===== src/rtl/jt51_pm_pkg.sv =====
// jt51_pm_pkg: constants, key-code threshold tables and slot bundles
// shared by the JT51 pitch-modulation pipeline.
package jt51_pm_pkg;

    localparam int KCEX_W   = 13;
    localparam int MOD_W    = 9;
    localparam int CH_MAX_W = 5;

    localparam logic [KCEX_W-1:0] KCEX_MAX = 13'h1FBF;

    // add-path note-gap thresholds, indexed by kcin[1:0]
    localparam logic [9:0] ADD_T03_2 = 10'd448;
    localparam logic [9:0] ADD_T03_1 = 10'd256;
    localparam logic [9:0] ADD_T1_2  = 10'd384;
    localparam logic [9:0] ADD_T1_1  = 10'd192;
    localparam logic [9:0] ADD_T2_3  = 10'd512;
    localparam logic [9:0] ADD_T2_2  = 10'd320;
    localparam logic [9:0] ADD_T2_1  = 10'd128;

    localparam logic [9:0] SUB_T03_3 = 10'd449;
    localparam logic [9:0] SUB_T03_2 = 10'd257;
    localparam logic [9:0] SUB_T03_1 = 10'd65;
    localparam logic [9:0] SUB_T1_2  = 10'd321;
    localparam logic [9:0] SUB_T1_1  = 10'd129;
    localparam logic [9:0] SUB_T2_2  = 10'd385;
    localparam logic [9:0] SUB_T2_1  = 10'd193;

    typedef struct packed {
        logic                valid;
        logic [CH_MAX_W-1:0] ch;
        logic [6:0]          kcin;
        logic                carry;
        logic [5:0]          kf;
        logic [MOD_W-1:0]    mod;
        logic                add;
    } pm_slot_t;

    typedef struct packed {
        logic                valid;
        logic [CH_MAX_W-1:0] ch;
        logic                carry;
        logic                add;
        logic [13:0]         sum;
        logic [13:0]         diff;
    } pm_res_t;

    function automatic logic [1:0] add_extra(
        input logic [1:0] note,
        input logic [9:0] lim
    );
        logic [1:0] e;
        e = 2'd0;
        case (note)
            2'd1: begin
                if (lim >= ADD_T1_2)      e = 2'd2;
                else if (lim >= ADD_T1_1) e = 2'd1;
            end
            2'd2: begin
                if (lim >= ADD_T2_3)      e = 2'd3;
                else if (lim >= ADD_T2_2) e = 2'd2;
                else if (lim >= ADD_T2_1) e = 2'd1;
            end
            default: begin
                if (lim >= ADD_T03_2)      e = 2'd2;
                else if (lim >= ADD_T03_1) e = 2'd1;
            end
        endcase
        return e;
    endfunction

    // slim is signed; a negative margin never crosses a note gap
    function automatic logic [1:0] sub_extra(
        input logic [1:0] note,
        input logic [9:0] slim
    );
        logic [1:0] e;
        e = 2'd0;
        if (!slim[9]) begin
            case (note)
                2'd1: begin
                    if (slim >= SUB_T1_2)      e = 2'd2;
                    else if (slim >= SUB_T1_1) e = 2'd1;
                end
                2'd2: begin
                    if (slim >= SUB_T2_2)      e = 2'd2;
                    else if (slim >= SUB_T2_1) e = 2'd1;
                end
                default: begin
                    if (slim >= SUB_T03_3)      e = 2'd3;
                    else if (slim >= SUB_T03_2) e = 2'd2;
                    else if (slim >= SUB_T03_1) e = 2'd1;
                end
            endcase
        end
        return e;
    endfunction

endpackage


===== src/rtl/jt51_pm_buf.sv =====
// jt51_pm_buf: per-channel kcex result buffer, combinational read.
// With JT51_PM_SAT_FLAG_EN it also keeps a sticky per-channel sat bit.
module jt51_pm_buf
    import jt51_pm_pkg::*;
#(
    parameter  int CHANNELS = 8,
    localparam int CHW      = $clog2(CHANNELS)
) (
    input  logic              clk,
    input  logic              rst_n,
    input  logic              wr_en,
    input  logic [CHW-1:0]    wr_ch,
    input  logic [KCEX_W-1:0] wr_kcex,
`ifdef JT51_PM_SAT_FLAG_EN
    input  logic              wr_sat,
    output logic              rd_sat,
`endif
    input  logic [CHW-1:0]    rd_ch,
    output logic [KCEX_W-1:0] rd_kcex
);

    localparam logic [CHW:0] NCH = (CHW+1)'(CHANNELS);

    logic [KCEX_W-1:0] mem [CHANNELS];
`ifdef JT51_PM_SAT_FLAG_EN
    logic [CHANNELS-1:0] sat_mem;
`endif

    always_ff @(posedge clk or negedge rst_n) begin
        if (!rst_n) begin
            for (int i = 0; i < CHANNELS; i++) begin
                mem[i] <= '0;
            end
`ifdef JT51_PM_SAT_FLAG_EN
            sat_mem <= '0;
`endif
        end else if (wr_en) begin
            mem[wr_ch] <= wr_kcex;
`ifdef JT51_PM_SAT_FLAG_EN
            sat_mem[wr_ch] <= sat_mem[wr_ch] | wr_sat;
`endif
        end
    end

    // a power-of-two depth has no unused read codes to decode
    generate
        if (CHANNELS == (1 << CHW)) begin : g_full
            assign rd_kcex = mem[rd_ch];
`ifdef JT51_PM_SAT_FLAG_EN
            assign rd_sat  = sat_mem[rd_ch];
`endif
        end else begin : g_part
            logic rd_ok;
            assign rd_ok   = ({1'b0, rd_ch} < NCH);
            assign rd_kcex = rd_ok ? mem[rd_ch] : '0;
`ifdef JT51_PM_SAT_FLAG_EN
            assign rd_sat  = rd_ok ? sat_mem[rd_ch] : 1'b0;
`endif
        end
    endgenerate

endmodule


===== src/rtl/jt51_pm_pipe.sv =====
// jt51_pm_pipe: 3-stage time-multiplexed pitch modulation producing kcex.
// Optional JT51_PM_SAT_FLAG_EN adds the sat and rd_sat flag outputs.
module jt51_pm_pipe
    import jt51_pm_pkg::*;
#(
    parameter  int CHANNELS  = 8,
    parameter  int PMS_SHIFT = 5,
    localparam int CHW       = $clog2(CHANNELS)
) (
    input  logic              clk,
    input  logic              rst_n,
    input  logic              cen,
    input  logic              in_valid,
    input  logic [CHW-1:0]    in_ch,
    input  logic [6:0]        kc_in,
    input  logic [5:0]        kf_in,
    input  logic [7:0]        lfo_pm,
    input  logic [2:0]        pms,
    output logic              out_valid,
    output logic [CHW-1:0]    out_ch,
    output logic [KCEX_W-1:0] kcex,
`ifdef JT51_PM_SAT_FLAG_EN
    output logic              sat,
    output logic              rd_sat,
`endif
    input  logic [CHW-1:0]    rd_ch,
    output logic [KCEX_W-1:0] rd_kcex
);

    localparam logic [CH_MAX_W:0] NCH = (CH_MAX_W+1)'(CHANNELS);

    pm_slot_t s1_d, s1_q;
    pm_res_t  s2_d, s2_q;

    logic [6:0]  mag;
    logic [13:0] mod_shl;
    logic [13:0] mod_shr;
    logic [7:0]  kc_inc;

    // S1: modulation depth, direction and key-code cleaning
    always_comb begin
        if (!lfo_pm[7])
            mag = lfo_pm[6:0];
        else if (lfo_pm == 8'h80)
            mag = 7'h7F;
        else
            mag = 7'(-lfo_pm);
        mod_shl = {7'd0, mag} << pms;
        mod_shr = mod_shl >> PMS_SHIFT;
        kc_inc  = {1'b0, kc_in} + 8'd1;

        s1_d       = '0;
        s1_d.valid = in_valid;
        s1_d.ch    = CH_MAX_W'(in_ch);
        s1_d.kf    = kf_in;
        if (pms == 3'd0)
            s1_d.mod = '0;
        else if (mod_shr > 14'd511)
            s1_d.mod = '1;
        else
            s1_d.mod = mod_shr[MOD_W-1:0];
        s1_d.add = !lfo_pm[7] || (s1_d.mod == '0);
        if (kc_in[1:0] == 2'b11) begin
            {s1_d.carry, s1_d.kcin} = kc_inc;
        end else begin
            s1_d.carry = 1'b0;
            s1_d.kcin  = kc_in;
        end
    end

    logic [9:0]  lim;
    logic [9:0]  slim;
    logic [1:0]  aex;
    logic [1:0]  sex;
    logic [13:0] base;
    logic [13:0] sum0;
    logic [13:0] diff0;

    // S2: add and sub paths side by side, each skipping the note gap
    always_comb begin
        lim   = {1'b0, s1_q.mod} + {4'd0, s1_q.kf};
        slim  = {1'b0, s1_q.mod} - {4'd0, s1_q.kf};
        aex   = add_extra(s1_q.kcin[1:0], lim);
        sex   = sub_extra(s1_q.kcin[1:0], slim);
        base  = {1'b0, s1_q.kcin, s1_q.kf};
        sum0  = base + {6'd0, aex, 6'd0} + {5'd0, s1_q.mod};
        diff0 = base - {6'd0, sex, 6'd0} - {5'd0, s1_q.mod};

        s2_d       = '0;
        s2_d.valid = s1_q.valid;
        s2_d.ch    = s1_q.ch;
        s2_d.carry = s1_q.carry;
        s2_d.add   = s1_q.add;
        s2_d.sum   = (sum0[7:6] == 2'b11) ? sum0 + 14'd64 : sum0;
        s2_d.diff  = (diff0[7:6] == 2'b11) ? diff0 - 14'd64 : diff0;
    end

    logic [KCEX_W-1:0] kcex_d;
    logic              wr_ok;
    logic              wr_en;

    // S3: pick the path and clamp to the top key or floor to zero
    always_comb begin
        if (s2_q.carry)
            kcex_d = KCEX_MAX;
        else if (s2_q.add)
            kcex_d = s2_q.sum[13] ? KCEX_MAX : s2_q.sum[KCEX_W-1:0];
        else
            kcex_d = s2_q.diff[13] ? '0 : s2_q.diff[KCEX_W-1:0];
    end

`ifdef JT51_PM_SAT_FLAG_EN
    logic sat_d;
    assign sat_d = s2_q.carry ||
                   (s2_q.add ? s2_q.sum[13] : s2_q.diff[13]);
`endif

    assign wr_ok = ({1'b0, s2_q.ch} < NCH);
    assign wr_en = cen && s2_q.valid && wr_ok;

    always_ff @(posedge clk or negedge rst_n) begin
        if (!rst_n) begin
            s1_q      <= '0;
            s2_q      <= '0;
            out_valid <= 1'b0;
            out_ch    <= '0;
            kcex      <= '0;
`ifdef JT51_PM_SAT_FLAG_EN
            sat       <= 1'b0;
`endif
        end else if (cen) begin
            s1_q      <= s1_d;
            s2_q      <= s2_d;
            out_valid <= s2_q.valid;
            out_ch    <= s2_q.ch[CHW-1:0];
            kcex      <= kcex_d;
`ifdef JT51_PM_SAT_FLAG_EN
            sat       <= sat_d;
`endif
        end
    end

    jt51_pm_buf #(
        .CHANNELS (CHANNELS)
    ) u_buf (
        .clk     (clk),
        .rst_n   (rst_n),
        .wr_en   (wr_en),
        .wr_ch   (s2_q.ch[CHW-1:0]),
        .wr_kcex (kcex_d),
`ifdef JT51_PM_SAT_FLAG_EN
        .wr_sat  (sat_d),
        .rd_sat  (rd_sat),
`endif
        .rd_ch   (rd_ch),
        .rd_kcex (rd_kcex)
    );

endmodule


===== config.mk =====
export PLATFORM = sky130hd
export DESIGN_NAME = jt51_pm_pipe
export DESIGN_NICKNAME = d
export VERILOG_FILES = /design/src/rtl/jt51_pm_pkg.sv /design/src/rtl/jt51_pm_buf.sv /design/src/rtl/jt51_pm_pipe.sv
export SDC_FILE = /design/constraint.sdc
export NUM_CORES = 1
export LEC_CHECK = 0
export BUFFER_PORTS_ARGS = -buffer_cell sky130_fd_sc_hd__buf_2
export CAP_MARGIN = 5
export CORE_ASPECT_RATIO = 0.5
export CORE_MARGIN = 10
export CORE_UTILIZATION = 35
export CTS_BUF_LIST = sky130_fd_sc_hd__clkbuf_16
export CTS_CLUSTER_SIZE = 10
export DETAILED_ROUTE_END_ITERATION = 16
export PLACE_DENSITY = 0.47
export SYNTH_ARGS = -nofsm -noshare
export SYNTH_HDL_FRONTEND = slang
export SYNTH_HIERARCHICAL = 1
export SYNTH_SLANG_ARGS = --single-unit

===== constraint.sdc =====
create_clock -name clk -period 12.61 [get_ports clk]
set_input_delay 1.261 -clock clk [delete_from_list [all_inputs] [get_ports clk]]
set_output_delay 1.261 -clock clk [all_outputs]
set_load 0.005 [all_outputs]

## After elaboration in Yosys (flattened, before gate mapping)

Cells that the tools add are included.

- $mul: 0
- Equal/unequal tests: 6
- Reductions and logical operators: 7
- Div/mod/pow operators: 0
- Add/subtract/negate cells: 10
- Bitwise operators: 2
- Shift operators: 1
- Order comparisons: 19
- Muxes and demuxes: 34

Operator list:

| cell | number |
|---|---|
| 104-bit bitwise mux | 1 |
| 13-bit two-way mux | 7 |
| 10-bit by 9-bit greater-or-equal comparator with 1-bit output, second input constant | 8 |
| 10-bit by 8-bit greater-or-equal comparator with 1-bit output, second input constant | 4 |
| 13-bit binary-select mux with 3-bit select | 1 |
| 13-bit demux with 3-bit select | 1 |
| 14-bit two-way mux | 2 |
| 2-bit two-way mux | 9 |
| 9-bit two-way mux | 2 |
| 13-bit by 8-bit adder with 14-bit output | 1 |
| 14-bit by 7-bit adder with 14-bit output, second input constant | 1 |
| 14-bit by 9-bit adder with 14-bit output | 1 |
| 7-bit two-way mux | 2 |
| 7-bit by 3-bit left shift with 14-bit output | 1 |
| 13-bit by 8-bit subtractor with 14-bit output | 1 |
| 14-bit by 7-bit subtractor with 14-bit output, second input constant | 1 |
| 14-bit by 9-bit subtractor with 14-bit output | 1 |
| 9-bit by 6-bit adder with 10-bit output | 1 |
| 10-bit greater-or-equal comparator, second input constant | 1 |
| 10-bit by 7-bit greater-or-equal comparator with 1-bit output, second input constant | 1 |
| 9-bit by 6-bit subtractor with 10-bit output | 1 |
| 9-bit > comparator, second input constant | 1 |
| 9-bit logical NOT | 1 |
| 7-bit by 1-bit adder with 8-bit output, second input constant | 1 |
| 15 further kinds | 28 |

- Bits in latches: 0
- Flip-flop bits (word level): 183
- Memories kept: 0
- Bits in read-only memories: 0
- Output and inout bits: 30
- Bits in writable memories: 0
- Word-level logic and storage cells: 103
- Input port bits: 34

## Depth between registers and ports, before layout

Gate-level depths: netlist of the first run.

- Depth in word-level cells: 11
- Gate-level depth with buffers: 22
- Depth with buffers taken out: 19

## Modules after synthesis

Netlist of the first run, hierarchy kept.

Modules (own cells, without submodules):

| module | area an instance (um^2) | times used | cells an instance | sequential area each (um^2) |
|---|---|---|---|---|
| jt51_pm_pipe | 6020.8 | 1 | 682 | 1976.9 |
| jt51_pm_buf | 4774.6 | 1 | 270 | 2602.5 |

## Least setup slack after synthesis of the first run

No wires, ideal clock.

- Kind: flip-flop to flip-flop
- Start: register s1_q (netlist bit base[1])
- End: register s2_q[26] in the netlist's numbering
- Clock period less this slack: 4.681 ns
- Arrival: 4.561 ns
- Setup time: 0.120 ns
- Required time: 12.490 ns
- Stages on the path, launching flop included: 21
- Path buffers: 2
- Path slack: 7.929 ns
- Cells stage by stage: dfrtp_1 > inv_1 > ha_1 > or3b_1 > a2111oi_2 > o31a_1 > buf_6 > a41o_1 > a21o_1 > a32oi_1 > a21o_1 > fa_1 > inv_1 > ha_1 > a21oi_1 > a21boi_1 > nor4_4 > and3_1 > buf_4 > nand4_1 > a31o_1

- Longest elaborated chain between the ends: 10
- Elaborated cells on any way between the ends: 21
- Those cells by class: 4 x add/sub; 7 x order compare; 1 x eq/ne; 9 x mux

RTL lines:

| element | RTL line | RTL |
|---|---|---|
| from (decl) | jt51_pm_pipe.sv:32 | `pm_slot_t s1_d, s1_q;` |
| from (signal assigned) | jt51_pm_pipe.sv:123 | `s1_q <= '0;` |
| from (signal assigned) | jt51_pm_pipe.sv:132 | `s1_q <= s1_d;` |
| 9-bit by 6-bit adder with 10-bit output | jt51_pm_pipe.sv:81 | `lim = {1'b0, s1_q.mod} + {4'd0, s1_q.kf};` |
| 10-bit by 8-bit greater-or-equal comparator with 1-bit output | jt51_pm_pkg.sv:61 | `else if (lim >= ADD_T2_1) e = 2'd1;` |
| 1-bit two-way mux | jt51_pm_pkg.sv:61 |  |
| 2-bit two-way mux | jt51_pm_pkg.sv:60 | `else if (lim >= ADD_T2_2) e = 2'd2;` |
| 2-bit two-way mux | jt51_pm_pkg.sv:59 | `if (lim >= ADD_T2_3) e = 2'd3;` |
| 2-bit one-hot mux with 2 select lines | jt51_pm_pkg.sv:53 | `case (note)` |
| 13-bit by 8-bit adder with 14-bit output (*) | jt51_pm_pipe.sv:86 | `sum0 = base + {6'd0, aex, 6'd0} + {5'd0, s1_q.mod};` |
| 14-bit by 9-bit adder with 14-bit output (*) | jt51_pm_pipe.sv:86 |  |
| 14-bit by 7-bit adder with 14-bit output / 2-bit == test (equally long branches) | jt51_pm_pipe.sv:94 | `s2_d.sum = (sum0[7:6] == 2'b11) ? sum0 + 14'd64 : sum0;` |
| 14-bit two-way mux (*) | jt51_pm_pipe.sv:94 |  |
| to (signal assigned) | jt51_pm_pipe.sv:124 | `s2_q <= '0;` |
| to (signal assigned) | jt51_pm_pipe.sv:133 | `s2_q <= s2_d;` |
| to (decl) | jt51_pm_pipe.sv:33 | `pm_res_t s2_d, s2_q;` |

Every way passes the cells marked *; elsewhere a longest branch is shown, timed or not.
A chain may end at the register's enable or synchronous reset.

## Worst setup path after layout of the first run

Ends and elaborated chain as after synthesis.

==> results.cfg, run 1 <==
[synthesis]
yosysUniqueCellTypes = 86
syn_nets = 1039
synth_fa_ha_area_frac = 0.07116
synthArstFlopShare = 1.000
seq_area_frac_synth = 0.4242
synthCells = 952
synth_edf_count = 0
netlist_area_um2 = 10800
synthTopCellsByCount = dfrtp_1 (183), mux2_2 (135), nor2_1 (61)
ys.flop_type = dfrtp_1
synthTopCellsByArea = dfrtp_1 (42%), mux2_2 (14%), mux4_1 (5.8%)
synth_area_per_cell_um2 = 11.34
synth-compound-area-share = 0.1372
synth-xor-area-share = 0.02585
synth_simple_gate_area_frac = 0.08971
yosys_warnings = 6
yosysTopAreaCell = dfrtp_1
synth-seq-cells = 183
netlist.area_leader.share = 0.4242
synth_mux_area_frac = 0.2062
yosysMostFrequentCell = dfrtp_1
synth_top_family_by_area = multiplexers

[detailed_routing]
viasPerCell = 5.247
ant_nets = 0
drc_errors = 0
avgRoutedWirePerCell_um = 18.44
drtIter0Drc = 396
vias = 7325
drt_wl_total_um = 25740
drtPass1Iterations = 5

[setup_path]
cp_cell_sequence = inv_1, ha_1, or3b_1, a2111oi_2, o31a_1, a41o_1, a21o_1, a32oi_1, a21o_1, fa_1, inv_1, ha_1, a21oi_1, a21boi_1, nor4_4, and3_1, nand4_1, a31o_1
arrival_ns = 5.67
cp-end-kind = register
cp_slowest_cell = dfrtp_1
critical-path-top-delay-family = compound AO/OA/AOI/OAI gates
crit_type = reg -> reg
start_kind = register
required_ns = 12.94
crit_fanout = 10
slowest_delay_ns = 0.52
cp_num_buf_inv = 2

[clock_network]
cts_hold_buf = 0
cts.repair.resized = 0
clkSlewWorstSetupHoldPaths_ns = 0.07
cts_tree = yes
htree_levels = 4
cts_buffers = 17
cts-root-buf = clkbuf_16
clockBufferDepth = 2
numClockSinks = 183
clk-insertion-delay-late_ns = 0.44
post-cts-setup-buffers = 0

[sta]
hold_ws_ns = 0.4777
maxSlewHeadroom = 0.1377
setup_viol = 0
period_share = 0.4233
final-hold-violation-count = 0
rsz0062_at_grt = no
tns_ns = 0
tightestPinTransition_ns = 1.273
fin_worst_skew_ns = 0.008710
fmax_mhz = 187.3
drv_slew = 0
period_minus_slack_ns = 5.338

[pwr]
clkPwrFrac = 0.234
combPwrFrac = 0.349
p_sw_frac = 0.3319
power.total_mw = 2.213
power.internal_mw = 1.478
peakVddDrop_v = 0.00009236
switchingPower_mw = 0.7343
leakage_nw = 5.199
p_per_area_nw_per_um2 = 185.5
pwr-share-seq = 0.418

[floorplan]
initial_core_util = 0.3557
die_y_um = 144.2
die-area_um2 = 38690
io_pins = 64
die_x_um = 268.4
fp-row-count = 45
core_area_um2 = 30350

[global_routing]
track_usage = 0.1372
antenna_found_initial = 0
grt_max_degree = 110
grt_first_pass_wirelength_um = 41950
grt_pass1_vias = 7486
grt_overflow = 0

[finish]
area_delta_synth_final_pct = 10.51
stdcell_count = 1396
fin_area_um2 = 11930
finalNetCount = 1072
diodes = 0
n_fill_cell = 2953
final_layout_size_suffix_gt1_frac = 0.2578

[placement]
gp_congestion = 0.8427
dp_hpwl_um = 17710
dp.cells = 1365
numPortBuffers = 63
dpl_cell_area_um2 = 11380

[job]
cap_violations = 0

[min_path]
hp-class = reg -> reg

[run_status]
outcome = finished, final reports clean
tightest hold or removal path, cell delays in order (launching register included):
cell and delay (ns):
dfrtp_1 0.34, nand2_1 0.05, o41ai_1 0.05
path summary, 6_finish.rpt:
path	startpoint	to	slack, ns	cells after the start
worst max register to register	base[1]	s2_q[26]	7.27	18
worst min register to register	s2_q[21]	s2_q[21]	0.48	2
min in group asynchronous	rst_n	s1_q[0]	0.92	1
worst min-delay path	s2_q[21]	s2_q[21]	0.48	2
max in group asynchronous	rst_n	s2_q[21]	10.07	2
worst max-delay path	base[1]	s2_q[26]	7.27	18
sequential cells by signal, indices dropped and copies added (netlist names):
name / count
base: 13
kcex: 13
out_ch: 3
out_valid: 1
s1_q: 15
s2_q: 34
u_buf/mem: 104
routing by layer:
layer  up-vias  global-route usage  part of all wire  wire [um]
met5         -                   0                 0          0
met4         0             0.03440             0.011        271
met3        20             0.02373             0.024        628
met2        93              0.2276              0.48      12270
met1      3662              0.1837              0.49      12570
li1       3550                   -                 -          -
cell usage in the layout, fill, tap and decap left out, types with 13 or more instances in the layout:
| cell | synthesis | final |
|---|---|---|
| a31oi_1 | 20 | 20 |
| a21oi_1 | 56 | 56 |
| xnor2_1 | 21 | 21 |
| nand2_1 | 47 | 47 |
| o21ai_0 | 41 | 41 |
| inv_1 | 60 | 60 |
| o21a_1 | 13 | 13 |
| nor2_1 | 61 | 61 |
| fa_1 | 14 | 14 |
| dfrtp_1 | 183 | 183 |
| mux2_2 | 135 | 135 |
| mux4_1 | 24 | 24 |
| buf_2 | 12 | 61 |
| nor3_1 | 13 | 13 |
| clkbuf_16 | 0 | 17 |
| ha_1 | 39 | 39 |
power groups by stage:
stage               combinational (mW)  sequential (mW)  clock (mW)
global placement                 0.762            0.924           0
CTS                              0.781            0.926       0.536
global route                     0.861            0.954       0.562
finish                           0.772            0.924       0.517
floorplan                        0.586            0.893           0
detailed placement               0.777            0.938           0
cells by family after synthesis:
| logic type | after synthesis |
|---|---|
| AOI/OAI and AO/OA | 219 |
| xor gates and xnor gates | 31 |
| adders and majority gates | 53 |
| buffers and inverters | 113 |
| DFF | 183 |
| muxes | 164 |
| and+or+nand+nor | 189 |
final cells by class:
class,instances,area [um2],area share
well taps,399,499.2,0.04185
multi-input cells,656,5723,0.4797
inverters,61,229.0,0.01919
repair buffers,66,346.6,0.02905
clock inverters,14,127.6,0.01070
flip-flops and latches,183,4579,0.3838
clock buffers,17,425.4,0.03566
through the flow:
stage	utilization	worst slack (ns)
final	0.3931	7.272
after global routing	0.3931	6.813
after CTS	0.3931	7.240
after detailed placement	0.3749	7.276
after global placement	0.3749	7.417
after floorplan	-	7.929
Note: power is estimated with default switching activity, not from simulation.
==> inputs of run 2 (changes only) <==
PLACE_DENSITY = 0.49   (was 0.47)
clock period = 4.9 ns   (was 12.61 ns; I/O delays follow)
==> run 2 against run 1 <==
  * Critical path depth rose by 2
  * Routed wire length down 0.77%
  * Sequential share of layout area shrank 1.2 points
  * Register-to-register slack lost 7.0 ns
  * Largest cell class unchanged
==> results.cfg, run 2 (synthesis results as in run 1) <==
[run_status]
outcome = finished, final reports clean

[finish]
area_delta_synth_final_pct = 13.93
final_layout_size_suffix_gt1_frac = 0.2966
largest_reg_flops = 104
finalNetCount = 1089
regMostFlops = u_buf/mem
diodes = 0
layout_commonest_cell = dfrtp_1
stdcell_count = 1414
final_util = 0.4053
mostFrequentLayoutCells = dfrtp_1 (183), mux2_2 (135), buf_2 (61)
largestRegisters = u_buf/mem: 104 flops, s2_q: 34 flops, s1_q: 15 flops
n_fill_cell = 2911

[detailed_routing]
avgRoutedWirePerCell_um = 18.07
viasPerCell = 5.212
drt_wl_total_um = 25540
drtPass1Iterations = 5
vias = 7370
ant_nets = 0
drc_errors = 0
drtIter0Drc = 443

[setup_path]
crit_type = reg -> reg
required_ns = 5.22
rrSetupSlack_ns = 0.27
start_kind = register
crit_fanout = 6
r2r_cells = 20
arrival_ns = 4.95
reg2reg_to = s2_q[26]
cp-end-kind = register
r2r_start = base[1]

[sta]
drv_slew = 0
maxSlewHeadroom = 0.2163
tightestPinTransition_ns = 1.157
fin_worst_skew_ns = 0.01133
final-hold-violation-count = 0
setup_viol = 0
tns_ns = 0
fmax_mhz = 215.9
period_minus_slack_ns = 4.631
period_share = 0.9451
fin_ws_ns = 0.2691

[placement]
pre_cts_ws_ns = 0.07837
dp_hpwl_um = 18020
numPortBuffers = 63
dp.cells = 1377
gp_congestion = 0.8395

[floorplan]
io_pins = 64
fp-row-count = 45
die_y_um = 144.2
die-area_um2 = 38690
initial_core_util = 0.3557
die_x_um = 268.4
core_area_um2 = 30350

[clock_network]
numClockSinks = 183
clockBufferDepth = 2
cts_buffers = 17
cts_tree = yes
clk-insertion-delay-late_ns = 0.44
htree_levels = 4
clkSlewWorstSetupHoldPaths_ns = 0.07
cts-root-buf = clkbuf_16

[global_routing]
antenna_found_initial = 0
grt_max_degree = 65
grt_pass1_vias = 7619
grt_first_pass_wirelength_um = 42120
track_usage = 0.1369
grt_overflow = 0

[pwr]
p_per_area_nw_per_um2 = 481.7
power.total_mw = 5.925
leakage_nw = 5.333
peakVddDrop_v = 0.0002574

[min_path]
hp-class = in -> async

[job]
cap_violations = 0
## run 2: cell count changes in the layout (fill, tap and decap cells not counted), sizes merged
| cell | change |
|---|---|
| bufinv | +2 |
| clkinv | -3 |
| inv | +2 |
| buf | +17 |
## run 2: how the worst max path moves through the flow
stage,from,to,slack (ns),depth (start not counted)
6_report,base[1],s2_q[26],0.27,20
5_1_grt,base[3],s2_q[26],-0.005,18
4_1_cts,s1_q[2],s2_q[24],0.05,18
3_5_place_dp,s1_q[2],s2_q[24],0.08,18
3_3_place_gp,s1_q[2],s2_q[26],0.18,17
2_1_floorplan,base[1],s2_q[26],0.22,20
## run 2: power by group
group	switching, mW	leakage, nW	internal [mW]	total [mW]
combinational	0.973	2.82	1.08	2.05
clock	0.665	0.310	0.828	1.49
sequential	0.305	2.21	2.08	2.38
total	1.94	5.33	3.98	5.93
## run 2: worst max-delay path, cell delays in order (launching register included)
cell and delay, ns:
dfrtp_1 0.38, buf_6 0.13, ha_1 0.16, inv_1 0.08
fa_2 0.36, a2111oi_4 0.36, o31a_1 0.28, buf_4 0.16
xnor2_1 0.06, o221ai_1 0.18, a32oi_1 0.08, a21o_1 0.20
fa_1 0.48, inv_1 0.06, ha_4 0.31, o2111ai_4 0.15
a311oi_2 0.33, o21ai_1 0.10, xnor2_1 0.27, nand4_1 0.15
a31o_1 0.23
## run 2: per-layer routing
| layer | vias to the layer above | track usage | share of wire |
|---|---|---|---|
| met5 | - | 0 | 0 |
| met4 | 0 | 0.03411 | 0.0097 |
| met3 | 20 | 0.02288 | 0.025 |
| met2 | 93 | 0.2367 | 0.49 |
| met1 | 3680 | 0.1763 | 0.47 |
| li1 | 3577 | - | - |
## run 2: layout make-up
type                    instances  area, um2  share of cell area
clock buffers                  17      425.4             0.03459
clock inverters                15      212.7             0.01729
inverters                      61      229.0             0.01862
multi-input cells             656       5872              0.4774
flip-flops and latches        183       4579              0.3723
well taps                     399      499.2             0.04059
repair buffers                 83      481.7             0.03917
## run 2: per-stage QoR
stage                     hold slack, ns  area, um2
after floorplan                   0.1944      10800
after global placement            0.4632      11470
after detailed placement          0.4677      11470
after CTS                        0.02377      12110
after global routing             0.04326      12300
final                           0.004206      12300
## run 2: timing repair
| item | in CTS | in global routing |
|---|---|---|
| setup endpoints to repair | 0 | 12 |
| gates resized for setup | 0 | 33 |
| hold buffers | 0 | 0 |
| buffers inserted | 0 | 5 |
